### config.mk
export PLATFORM = sky130hd
export DESIGN_NAME = ex_muldiv_unit
export DESIGN_NICKNAME = d
export VERILOG_FILES = /design/src/rtl/ex_muldiv_unit.sv
export SDC_FILE = /design/constraint.sdc
export NUM_CORES = 1
export LEC_CHECK = 0
export CAP_MARGIN = 20
export CELL_PAD_IN_SITES_DETAIL_PLACEMENT = 2
export CELL_PAD_IN_SITES_GLOBAL_PLACEMENT = 2
export CORE_ASPECT_RATIO = 0.75
export CORE_MARGIN = 2
export CORE_UTILIZATION = 36
export DETAILED_ROUTE_END_ITERATION = 6
export MAX_ROUTING_LAYER = met4
export PLACE_DENSITY_LB_ADDON = 0.1
export SLEW_MARGIN = 20
export SYNTH_ARGS = -nofsm -noshare
export SYNTH_HDL_FRONTEND = slang
export SYNTH_SLANG_ARGS = --single-unit
### constraint.sdc
create_clock -name clk -period 3.85 [get_ports clk]
set_input_delay 0.77 -clock clk [delete_from_list [all_inputs] [get_ports clk]]
set_output_delay 0.77 -clock clk [all_outputs]
set_load 0.01 [all_outputs]
### src/rtl/ex_muldiv_unit.sv
// Iterative RV32M multiply/divide unit for the execute stage.
// Radix-2 shift-add multiply and restoring divide, one bit per cycle, with optional early-out.
module ex_muldiv_unit #(
    parameter int XLEN      = 32,
    parameter bit EARLY_OUT = 1'b1
) (
    input  logic            clk,
    input  logic            rst,
    input  logic            start,
    input  logic [2:0]      muldiv_op,
    input  logic [XLEN-1:0] opr_a,
    input  logic [XLEN-1:0] opr_b,
    input  logic            flush,
    output logic            busy,
    output logic            done,
    output logic [XLEN-1:0] result,
    output logic            stall
);

    typedef enum logic [1:0] {
        S_IDLE = 2'd0,
        S_CALC = 2'd1,
        S_FIX  = 2'd2,
        S_DONE = 2'd3
    } state_e;

    state_e              state_q, state_d, state_nxt_s;
    logic [4:0]          cnt_q, cnt_d, cnt_nxt_s;
    logic [2:0]          op_q, op_d;
    logic                sign_a_q, sign_a_d, sign_b_q, sign_b_d;
    logic                b_zero_q, b_zero_d;
    logic [XLEN-1:0]     a_abs_q, a_abs_d, b_abs_q, b_abs_d;
    logic [2*XLEN-1:0]   acc_q, acc_d;
    logic [XLEN-1:0]     rem_q, rem_d;
    logic [XLEN-1:0]     result_q, result_d, result_nxt_s;
    logic                done_q, done_d, busy_q, busy_d;

    logic                signed_a_s, signed_b_s, sa_s, sb_s;
    logic [XLEN-1:0]     a_abs_s, b_abs_s;
    logic                early_zero_s, early_ovf_s;
    logic [XLEN-1:0]     early_res_s;
    logic [XLEN:0]       mul_sum_s, div_shift_s, div_diff_s;
    logic                div_ge_s;
    logic [2*XLEN-1:0]   mul_acc_s, div_acc_s, prod_s;
    logic [XLEN-1:0]     div_rem_s, quo_fix_s, rem_fix_s, fix_res_s;

    // Operand decode: signedness per op, magnitudes and early-out detection.
    always_comb begin
        signed_a_s = 1'b0;
        signed_b_s = 1'b0;
        case (muldiv_op)
            3'b001, 3'b100, 3'b110: begin
                signed_a_s = 1'b1;
                signed_b_s = 1'b1;
            end
            3'b010:  signed_a_s = 1'b1;
            default: begin
                signed_a_s = 1'b0;
                signed_b_s = 1'b0;
            end
        endcase
        sa_s         = signed_a_s & opr_a[XLEN-1];
        sb_s         = signed_b_s & opr_b[XLEN-1];
        a_abs_s      = sa_s ? ({XLEN{1'b0}} - opr_a) : opr_a;
        b_abs_s      = sb_s ? ({XLEN{1'b0}} - opr_b) : opr_b;
        early_zero_s = muldiv_op[2] & (opr_b == {XLEN{1'b0}});
        early_ovf_s  = muldiv_op[2] & ~muldiv_op[0]
                       & (opr_a == {1'b1, {(XLEN-1){1'b0}}}) & (opr_b == {XLEN{1'b1}});
        if (muldiv_op[1]) begin
            early_res_s = early_zero_s ? opr_a : {XLEN{1'b0}};
        end else begin
            early_res_s = early_zero_s ? {XLEN{1'b1}} : {1'b1, {(XLEN-1){1'b0}}};
        end
    end

    // One iteration of shift-add multiply and restoring divide, plus final sign fix-up.
    always_comb begin
        mul_sum_s   = {1'b0, acc_q[2*XLEN-1:XLEN]} + (acc_q[0] ? {1'b0, a_abs_q} : {(XLEN+1){1'b0}});
        mul_acc_s   = {mul_sum_s, acc_q[XLEN-1:1]};
        div_shift_s = {rem_q, acc_q[XLEN-1]};
        div_diff_s  = div_shift_s - {1'b0, b_abs_q};
        div_ge_s    = (div_shift_s >= {1'b0, b_abs_q});
        div_rem_s   = div_ge_s ? div_diff_s[XLEN-1:0] : div_shift_s[XLEN-1:0];
        div_acc_s   = {acc_q[2*XLEN-1:XLEN], acc_q[XLEN-2:0], div_ge_s};
        prod_s      = (sign_a_q ^ sign_b_q) ? ({(2*XLEN){1'b0}} - acc_q) : acc_q;
        // Divide-by-zero keeps the all-ones quotient regardless of dividend sign.
        quo_fix_s   = ((sign_a_q ^ sign_b_q) & ~b_zero_q) ? ({XLEN{1'b0}} - acc_q[XLEN-1:0])
                                                          : acc_q[XLEN-1:0];
        rem_fix_s   = sign_a_q ? ({XLEN{1'b0}} - rem_q) : rem_q;
        case (op_q)
            3'b000:                 fix_res_s = prod_s[XLEN-1:0];
            3'b001, 3'b010, 3'b011: fix_res_s = prod_s[2*XLEN-1:XLEN];
            3'b100, 3'b101:         fix_res_s = quo_fix_s;
            3'b110, 3'b111:         fix_res_s = rem_fix_s;
            default:                fix_res_s = {XLEN{1'b0}};
        endcase
    end

    // Next-state logic; flush overrides everything except reset.
    always_comb begin
        state_nxt_s  = state_q;
        cnt_nxt_s    = cnt_q;
        result_nxt_s = result_q;
        op_d         = op_q;
        sign_a_d     = sign_a_q;
        sign_b_d     = sign_b_q;
        b_zero_d     = b_zero_q;
        a_abs_d      = a_abs_q;
        b_abs_d      = b_abs_q;
        acc_d        = acc_q;
        rem_d        = rem_q;
        case (state_q)
            S_IDLE: begin
                if (start) begin
                    op_d      = muldiv_op;
                    sign_a_d  = sa_s;
                    sign_b_d  = sb_s;
                    b_zero_d  = (opr_b == {XLEN{1'b0}});
                    a_abs_d   = a_abs_s;
                    b_abs_d   = b_abs_s;
                    cnt_nxt_s = 5'd0;
                    rem_d     = {XLEN{1'b0}};
                    acc_d     = {{XLEN{1'b0}}, (muldiv_op[2] ? a_abs_s : b_abs_s)};
                    if (EARLY_OUT && (early_zero_s || early_ovf_s)) begin
                        result_nxt_s = early_res_s;
                        state_nxt_s  = S_DONE;
                    end else begin
                        state_nxt_s  = S_CALC;
                    end
                end else begin
                    state_nxt_s = S_IDLE;
                end
            end
            S_CALC: begin
                acc_d     = op_q[2] ? div_acc_s : mul_acc_s;
                rem_d     = op_q[2] ? div_rem_s : rem_q;
                cnt_nxt_s = cnt_q + 5'd1;
                if (cnt_q == 5'd31) begin
                    state_nxt_s = S_FIX;
                end else begin
                    state_nxt_s = S_CALC;
                end
            end
            S_FIX: begin
                result_nxt_s = fix_res_s;
                state_nxt_s  = S_DONE;
            end
            S_DONE:  state_nxt_s = S_IDLE;
            default: state_nxt_s = S_IDLE;
        endcase
        state_d  = flush ? S_IDLE : state_nxt_s;
        cnt_d    = flush ? 5'd0 : cnt_nxt_s;
        result_d = flush ? result_q : result_nxt_s;
        busy_d   = (state_d != S_IDLE);
        done_d   = (state_d == S_DONE);
    end

    // State and datapath registers with synchronous reset.
    always_ff @(posedge clk) begin
        if (rst) begin
            state_q  <= S_IDLE;
            cnt_q    <= 5'd0;
            op_q     <= 3'd0;
            sign_a_q <= 1'b0;
            sign_b_q <= 1'b0;
            b_zero_q <= 1'b0;
            a_abs_q  <= {XLEN{1'b0}};
            b_abs_q  <= {XLEN{1'b0}};
            acc_q    <= {(2*XLEN){1'b0}};
            rem_q    <= {XLEN{1'b0}};
            result_q <= {XLEN{1'b0}};
            done_q   <= 1'b0;
            busy_q   <= 1'b0;
        end else begin
            state_q  <= state_d;
            cnt_q    <= cnt_d;
            op_q     <= op_d;
            sign_a_q <= sign_a_d;
            sign_b_q <= sign_b_d;
            b_zero_q <= b_zero_d;
            a_abs_q  <= a_abs_d;
            b_abs_q  <= b_abs_d;
            acc_q    <= acc_d;
            rem_q    <= rem_d;
            result_q <= result_d;
            done_q   <= done_d;
            busy_q   <= busy_d;
        end
    end

    assign busy   = busy_q;
    assign done   = done_q & ~flush;
    assign result = result_q;
    assign stall  = start & ~done & ~flush;

endmodule

==> flow_summary.json, run 1 <==
{
  "dominantRegCellSynth": "dfxtp_1",
  "place_congestion": 0.959,
  "netlist.top_cell.by_area": "dfxtp_1",
  "synth_edf_count": 0,
  "synth_area_leaders": "dfxtp_1 25%, xor2_1 6.5%, xnor2_1 5.6%",
  "crit_cells": 12,
  "seqCellArea_sq_um": 4150,
  "finalCritPeriodShare_pct": 96.4,
  "cts_made_buffers": 27,
  "rows": 68,
  "r2r_slack_ns": 0.14,
  "area_delta_synth_final_pct": 24.2,
  "dieArea_sq_um": 48200,
  "cpPeakStageDelay_ns": 0.62,
  "path_max_fanout": 25,
  "synthSimpleGateAreaFrac_pct": 21.4,
  "io_pins": 106,
  "drc": 0,
  "setup_viol": 0,
  "relSlewSlack_pct": 38.1,
  "synth_seq_cells": 207,
  "hold_path_depth": 2,
  "synth_common_cells": "237 x nor2_1, 223 x nand2_1, 207 x dfxtp_1",
  "fin_nets": 2615,
  "antenna_found_initial": 0,
  "cellPowerDensity_nw_per_um2": 333,
  "cts_tree": "yes",
  "clock_skew_ns": 0.0201,
  "root_buffer": "clkbuf_16",
  "setup_ws_ns": 0.138,
  "clkSlewWorstSetupHoldPaths_ns": 0.06,
  "grt-ovfl-total": 0,
  "core_region_area_sq_um": 45900,
  "peakVddDrop_v": 0.000338,
  "clockBufferDepth": 3,
  "postPlaceCellArea_sq_um": 19800,
  "power.total_w": 0.00690,
  "grtUsageTotal_pct": 36.0,
  "arrival_ns": 4.18,
  "yosysMostFrequentCell": "nor2_1",
  "cp-start-kind": "register",
  "post-route-min-period_ns": 3.71,
  "drt_pass1_iterations": 7,
  "htreeDepth": 1,
  "initial_core_util_pct": 36.4,
  "multi_input_area_sq_um": 11700,
  "end_kind": "register",
  "drive_above_1_share_pct": 12.8,
  "ys_seq_area_share_pct": 24.8,
  "vias": 18881,
  "p_leak_nw": 8.35,
  "cp_slowest_cell": "or4_1",
  "fmaxAchievable_ghz": 0.269,
  "critical_path_class": "register to register",
  "rsz0062_at_grt": "false",
  "outcome": "complete, no violations",
  "tns_ns": 0,
  "synth_xor_area_share_pct": 12.1,
  "final_area_sq_um": 20800,
  "r2r_cells": 12,
  "hold_path_class": "register to register",
  "yosysWarnings": 0,
  "dp_slack_ns": -0.317,
  "fillers": 5307,
  "synth-adder-area-share_pct": 5.56,
  "grt_start_max_net_pins": 68,
  "crit_chain": "buf_6, or4_1, nor4_1, buf_4, and2_1, nand3_1, nor4_1, buf_4, a31oi_1, o21ai_0, o211ai_1, a311oi_1",
  "grt_pass1_wl_microns": 128000,
  "synthMuxAreaShare_pct": 3.06,
  "tightest_slew_ns": 0.926,
  "grt_pass1_vias": 19658,
  "viasPerCell": 6.12,
  "synth_cell_type_count": 74,
  "ant_nets": 0,
  "required_ns": 4.32,
  "cts_sinks": 207,
  "finalMaxSlewViolations": 0,
  "post-dp-hpwl_microns": 67200,
  "synth_area_sq_um": 16700,
  "insertion_delay_ns": 0.57,
  "hold-worst-slack_ns": 0.472,
  "synth_nets": 2412,
  "critPathBufInv": 3,
  "cts_setup_buffers": 0,
  "die_x_microns": 253,
  "synth_top_family_by_area": "compound AO/OA/AOI/OAI gates",
  "first_iter_violations": 1780,
  "synth_compound_area_share_pct": 27.7,
  "synth_top_area_share_pct": 24.8,
  "postSynthCellCount": 2268,
  "finalHoldViolations": 0,
  "portBuffers": 105,
  "wirelength_microns": 85800,
  "cap_violations": 0,
  "die_y_microns": 191,
  "wl_per_cell_microns": 27.8,
  "crit_family": "simple AND/OR/NAND/NOR gates",
  "async_flop_share_pct": 0,
  "synth_area_per_cell_sq_um": 7.37
}
-- layout by cell type, fill, tap and decap left out, types with 10 or more instances in the layout --
| cell type | count |
|---|---|
| nand4_1 | 14 |
| nor2b_1 | 18 |
| o31ai_1 | 36 |
| o41ai_1 | 14 |
| a221oi_1 | 23 |
| nand3_1 | 49 |
| a22o_1 | 20 |
| and3_1 | 10 |
| a21oi_1 | 177 |
| inv_1 | 70 |
| nor2_1 | 237 |
| o21ai_0 | 155 |
| o21bai_1 | 12 |
| nor4_1 | 20 |
| or3_1 | 19 |
| a31oi_1 | 18 |
| xor2_1 | 123 |
| nor3_1 | 49 |
| o211ai_1 | 17 |
| xnor2_1 | 105 |
| a211oi_1 | 95 |
| a21o_1 | 23 |
| o22ai_1 | 11 |
| and2_1 | 42 |
| or4_1 | 21 |
| nand2_1 | 223 |
| nand2b_1 | 26 |
| a311oi_1 | 23 |
| dfxtp_1 | 205 |
| o21a_1 | 14 |
| ha_1 | 71 |
| a22oi_1 | 20 |
| buf_4 | 225 |
| clkbuf_16 | 27 |
| clkdlybuf4s50_1 | 104 |
| mux2i_1 | 50 |
-- repair_timing --
action,4_1_cts,5_1_grt
hold buffers,0,0
setup endpoints to repair,1,14
resized for setup,1,6
-- power breakdown --
| group | switching [W] | leakage (nW) | internal (W) |
|---|---|---|---|
| registers | 0.000141 | 1.69 | 0.00225 |
| clock network | 0.00113 | 0.450 | 0.00162 |
| logic | 0.00112 | 6.21 | 0.000652 |
-- cell type report --
cell class	instances	share of cell area (%)
Antenna cell	1	0.0121
Clock buffer	37	3.77
Clock inverter	11	0.717
Inverter	70	1.27
Multi-Input combinational cell	1825	56.5
Sequential cell	207	20.0
Tap cell	595	3.59
Timing Repair Buffer	340	14.1
-- per-stage QoR --
stage	std cells	utilization, %
final	3086	45.2
after global placement	3037	43.1
after floorplan	2268	-
after detailed placement	3037	43.1
after CTS	3085	45.1
after global routing	3085	45.2
-- cells by family (layout without fill, tap and decap cells) --
kind of cell,count (synthesis),in the layout
mux,51,51
other cells,0,1
compound gates,708,708
xor+xnor,230,230
flops,207,207
buf+inv,236,458
simple gates,763,763
fa+ha+maj,73,73
-- per-layer routing --
metal	track usage, %	part of all wire, %
met4	8.15	2.3
met1	51.5	48
met2	53.8	43
met3	4.59	6.0
met5	-	0
-- sequential cells by signal, indices dropped and copies added, names as in the netlist --
register,flops
result,32
done_q,1
cnt_q,5
op_q,3
sign_b_q,1
state_q,2
a_abs_q,32
rem_q,32
sign_a_q,1
acc_q,64
b_abs_q,32
b_zero_q,1
busy,1
-- worst paths after layout --
path                              endpoint  startpoint
worst max-delay path            result[23]    acc_q[0]
worst min-delay path              cnt_q[4]    cnt_q[4]
worst min register to register    cnt_q[4]    cnt_q[4]
worst max register to register  result[23]    acc_q[0]
-- worst register-to-register path, delay by kind of cell, from the launching register on --
kind                   cells  cell delay [ns]
DFF                        1             0.39
AOI/OAI and AO/OA          4             0.74
and+or+nand+nor            5             1.83
buffers and inverters      3             0.64
No activity file was read; power rests on OpenSTA's default activity.
==> run 2, diff against run 1 <==
--- a/config.mk
+++ b/config.mk
@@ -14,6 +14,7 @@
 export DETAILED_ROUTE_END_ITERATION = 6
 export MAX_ROUTING_LAYER = met4
 export PLACE_DENSITY_LB_ADDON = 0.1
+export SKIP_LAST_GASP = 1
 export SLEW_MARGIN = 20
 export SYNTH_ARGS = -nofsm -noshare
 export SYNTH_HDL_FRONTEND = slang
==> flow_summary.json, run 2 (same netlist as run 1, synthesis figures left out) <==
{
  "cpPeakStageDelay_ns": 0.62,
  "vias": 18872,
  "cp-start-kind": "register",
  "topRoutingLayerUsed": "met4",
  "tns_ns": 0,
  "critical_path_class": "register to register",
  "grt_pass1_wl_microns": 128000,
  "regMostFlops": "acc_q",
  "viasPerCell": 6.12,
  "die_y_microns": 191,
  "grtUsageTotal_pct": 36.0,
  "first_iter_violations": 1686,
  "wirelength_microns": 85700,
  "relSlewSlack_pct": 37.6,
  "clockBufferDepth": 3,
  "tightest_slew_ns": 0.932,
  "peakVddDrop_v": 0.000339,
  "arrival_ns": 4.14,
  "outcome": "complete, no violations",
  "largest_register_ffs": 64,
  "drive_above_1_share_pct": 12.7,
  "core_region_area_sq_um": 45900,
  "route.met3.wl_microns": 5160,
  "drc": 0,
  "crit_chain": "buf_6, or4_1, nor4_1, buf_4, and2_1, nand3_1, nor4_1, buf_4, a31oi_1, o21ai_0, o211ai_1, a311oi_1",
  "postPlaceCellArea_sq_um": 19800,
  "hold_buffers": 0,
  "place_congestion": 0.959,
  "insertion_delay_ns": 0.57,
  "cts_sinks": 207,
  "drt_pass1_iterations": 5,
  "cap_violations": 0,
  "crit_family": "simple AND/OR/NAND/NOR gates",
  "met1_length_microns": 41500,
  "finalMaxSlewViolations": 0,
  "initial_core_util_pct": 36.4,
  "end_kind": "register",
  "dieArea_sq_um": 48200,
  "cp_slowest_cell": "or4_1",
  "wl_per_cell_microns": 27.8,
  "layout_common_cells": "237 x nor2_1, 225 x buf_4, 223 x nand2_1",
  "portBuffers": 105,
  "io_pins": 106,
  "area_delta_synth_final_pct": 24.1,
  "root_buffer": "clkbuf_16",
  "clock_skew_ns": 0.0175,
  "htreeDepth": 1,
  "finalCritPeriodShare_pct": 95.1,
  "hold-worst-slack_ns": 0.472,
  "grt_start_max_net_pins": 68,
  "antenna_found_initial": 0,
  "die_x_microns": 253,
  "utilization_pct": 45.2,
  "grt-ovfl-total": 0,
  "ant_nets": 0,
  "rsz0062_at_grt": "true",
  "hold_path_class": "register to register",
  "critPathBufInv": 3,
  "post-route-min-period_ns": 3.66,
  "path_max_fanout": 25,
  "required_ns": 4.32,
  "fmaxAchievable_ghz": 0.273,
  "grt_pass1_vias": 19658,
  "met2WireLength_microns": 37000,
  "cts_made_buffers": 27,
  "p_leak_nw": 8.35,
  "cellPowerDensity_nw_per_um2": 332,
  "setup_viol": 0,
  "finalHoldViolations": 0,
  "rows": 68,
  "fin_nets": 2615,
  "final_area_sq_um": 20700,
  "clkSlewWorstSetupHoldPaths_ns": 0.06,
  "layout_commonest_cell": "nor2_1",
  "cts_tree": "yes",
  "post-dp-hpwl_microns": 67200
}
## run 2: cell type report
class	instances	area (sq um)
clock buffers	37	783
fillers	5307	25200
inverters	70	263
multi-input cells	1825	11700
flip-flops and latches	207	4150
diodes	1	2.50
repair buffers	340	2930
well taps	595	744
clock inverters	11	149
## run 2: path summary, 6_finish.rpt
| check | start | end | slack [ns] | depth (start not counted) |
|---|---|---|---|---|
| worst min-delay path | cnt_q[4] | cnt_q[4] | 0.47 | 2 |
| worst max-delay path | acc_q[0] | result[23] | 0.19 | 12 |
| worst max register to register | acc_q[0] | result[23] | 0.19 | 12 |
| worst min register to register | cnt_q[4] | cnt_q[4] | 0.47 | 2 |
## run 2: per-layer routing
layer	GRT usage [%]	vias up
met4	8.15	0
li1	-	8593
met3	4.59	110
met5	-	-
met1	51.5	9614
met2	53.8	555
## run 2: where the power goes
group | total (W) | internal (W) | switching, W | leakage, nW
clock network | 0.00274 | 0.00162 | 0.00112 | 0.450
registers | 0.00239 | 0.00225 | 0.000141 | 1.69
logic | 0.00177 | 0.000652 | 0.00112 | 6.21
total | 0.00690 | 0.00452 | 0.00238 | 8.35
## run 2: repair_timing
item / in CTS / in global routing
cloned: 0 / 0
setup endpoints to repair: 1 / 14
setup buffers: 0 / 0
resized for setup: 1 / 4
## run 2: metrics by stage
stage          instances  setup slack, ns  power (W)
2_1_floorplan       2268            0.395    0.00333
3_3_place_gp        3037           -0.214    0.00407
3_5_place_dp        3037           -0.317    0.00414
4_1_cts             3085          0.00391    0.00689
5_1_grt             3085          -0.0254    0.00713
6_report            3086            0.187    0.00690
## run 2: worst reg2reg max path, cell delays in order, from the launching register on
cell and delay, ns:
dfxtp_4 0.39, buf_6 0.20, or4_1 0.63, nor4_1 0.24, buf_4 0.21, and2_1 0.18
nand3_1 0.38, nor4_1 0.36, buf_4 0.23, a31oi_1 0.12, o21ai_0 0.18, o211ai_1 0.17
a311oi_1 0.27
==> run 3, diff against run 2 <==
--- a/config.mk
+++ b/config.mk
@@ -11,9 +11,11 @@
 export CORE_ASPECT_RATIO = 0.75
 export CORE_MARGIN = 2
 export CORE_UTILIZATION = 36
+export CTS_CLUSTER_DIAMETER = 30
 export DETAILED_ROUTE_END_ITERATION = 6
 export MAX_ROUTING_LAYER = met4
 export PLACE_DENSITY_LB_ADDON = 0.1
+export SETUP_SLACK_MARGIN = 0.4
 export SKIP_LAST_GASP = 1
 export SLEW_MARGIN = 20
 export SYNTH_ARGS = -nofsm -noshare
==> flow_summary.json, run 3 (same netlist as run 1, synthesis figures left out) <==
{
  "outcome": "complete, no violations",
  "antenna_found_initial": 4,
  "cp-start-kind": "input port",
  "place_congestion": 0.981,
  "fmaxAchievable_ghz": 0.285,
  "post-dp-hpwl_microns": 66800,
  "tightest_slew_ns": 1.14,
  "viasPerCell": 6.39,
  "dp_slack_ns": -0.350,
  "clockBufferDepth": 3,
  "grt-ovfl-total": 0,
  "startpoint": "opr_b[27]",
  "r2r_cells": 14,
  "met1_length_microns": 42200,
  "area_delta_synth_final_pct": 35.7,
  "wl_per_cell_microns": 30.2,
  "die_x_microns": 253,
  "clock_skew_ns": 0.0210,
  "setup_ws_ns": 0.336,
  "setup_viol": 0,
  "utilization_pct": 49.4,
  "fillers": 5021,
  "layout_common_cells": "237 x nor2_1, 237 x buf_4, 221 x nand2_1",
  "initial_core_util_pct": 36.4,
  "wirelength_microns": 95500,
  "ant_nets": 0,
  "htreeDepth": 2,
  "core_region_area_sq_um": 45900,
  "dieArea_sq_um": 48200,
  "grt_start_max_net_pins": 54,
  "die_y_microns": 191,
  "critical_path_class": "input port to register",
  "finalHoldViolations": 0,
  "drc": 0,
  "cellPowerDensity_nw_per_um2": 426,
  "drt_pass1_iterations": 5,
  "p_leak_nw": 9.13,
  "critPathBufInv": 4,
  "cts_made_buffers": 57,
  "clkSlewWorstSetupHoldPaths_ns": 0.05,
  "required_ns": 4.35,
  "power.total_w": 0.00966,
  "crit_family": "simple AND/OR/NAND/NOR gates",
  "route.met3.wl_microns": 7700,
  "finalCritPeriodShare_pct": 91.3,
  "root_buffer": "clkbuf_16",
  "finalMaxSlewViolations": 0,
  "multi_input_area_sq_um": 12300,
  "r2r-start": "acc_q[0]",
  "cap_violations": 0,
  "regMostFlops": "acc_q",
  "relSlewSlack_pct": 23.8,
  "seqCellArea_sq_um": 4150,
  "cpMostUsedCell": "buf_12",
  "hold_path_class": "register to register",
  "io_pins": 106,
  "largest_register_ffs": 64,
  "rsz0062_at_grt": "true",
  "arrival_ns": 4.01,
  "fin_nets": 2661,
  "cpPeakStageDelay_ns": 0.65,
  "tns_ns": 0,
  "crit_cells": 13,
  "hold_buffers": 0,
  "crit_path_end": "result[11]",
  "grt_pass1_vias": 20721,
  "grt_pass1_wl_microns": 137000,
  "grtUsageTotal_pct": 38.4,
  "met2WireLength_microns": 41700,
  "r2r_end": "result[4]",
  "portBuffers": 105,
  "cts_sinks": 207,
  "r2r_slack_ns": 0.39,
  "cp_slowest_cell": "or4_1",
  "hold-worst-slack_ns": 0.467,
  "path_max_fanout": 11,
  "cts_tree": "yes",
  "drive_above_1_share_pct": 18.6,
  "end_kind": "register",
  "crit_chain": "clkdlybuf4s50_1, or4_1, or3_1, nor3_1, and3_4, o21bai_4, a21oi_2, buf_4, nor3_4, buf_12, buf_12, o311ai_1, a21oi_1",
  "insertion_delay_ns": 0.60,
  "peakVddDrop_v": 0.000507,
  "post-route-min-period_ns": 3.51,
  "first_iter_violations": 1891,
  "topRoutingLayerUsed": "met4",
  "vias": 20225,
  "rows": 68
}
-- run 3: cell type report --
class                      count  share of cell area [%]
multi-input combinational   1825                    54.2
sequential                   207                    18.3
clock buffer                  65                    6.74
antenna                        3                  0.0331
inverter                      70                    1.16
timing repair buffer         356                    13.7
clock inverter                43                    2.56
tap                          595                    3.28
-- run 3: per-stage QoR --
step	cells	cell area (sq um)
finish	3164	22700
global route	3164	22700
CTS	3153	22200
detailed placement	3034	19800
global placement	3034	19800
floorplan	2268	16700
-- run 3: how the worst min path moves through the flow --
stage / end / slack, ns / from / depth (start not counted)
5_1_grt: a_abs_q[0] / 0.51 / a_abs_q[0] / 2
3_5_place_dp: a_abs_q[0] / 0.45 / a_abs_q[0] / 2
2_1_floorplan: a_abs_q[0] / 0.43 / a_abs_q[0] / 2
4_1_cts: a_abs_q[0] / 0.46 / a_abs_q[0] / 2
3_3_place_gp: a_abs_q[0] / 0.44 / a_abs_q[0] / 2
6_report: a_abs_q[0] / 0.47 / a_abs_q[0] / 2
-- run 3: power by group --
part	internal [W]	switching (W)	leakage (nW)
Combinational	0.000702	0.00126	6.43
Sequential	0.00225	0.000137	1.69
Clock	0.00365	0.00166	1.00
Total	0.00660	0.00306	9.13
-- run 3: layer usage --
metal | GRT usage (%) | vias to the layer above
met2 | 56.8 | 954
met3 | 6.81 | 222
met5 | - | -
met1 | 52.5 | 10341
met4 | 13.3 | 0
li1 | - | 8708
-- run 3: repair_timing --
action                     in CTS  in global routing
cloned                          1                  1
pin swaps                      17                 23
gates resized for setup        51                 78
setup buffers                  10                  7
setup endpoints to repair      60                 82
-- run 3: worst register-to-register path: stages, from the launching register on --
cell      delay, ns
dfxtp_4        0.37
buf_4          0.19
inv_1          0.10
ha_2           0.21
or3b_4         0.40
nor4_2         0.19
buf_4          0.23
and3_2         0.29
nand2_2        0.19
o21ai_1        0.26
xnor2_1        0.17
a221oi_2       0.39
nor3_2         0.08
a21oi_1        0.16
nor2_1         0.07
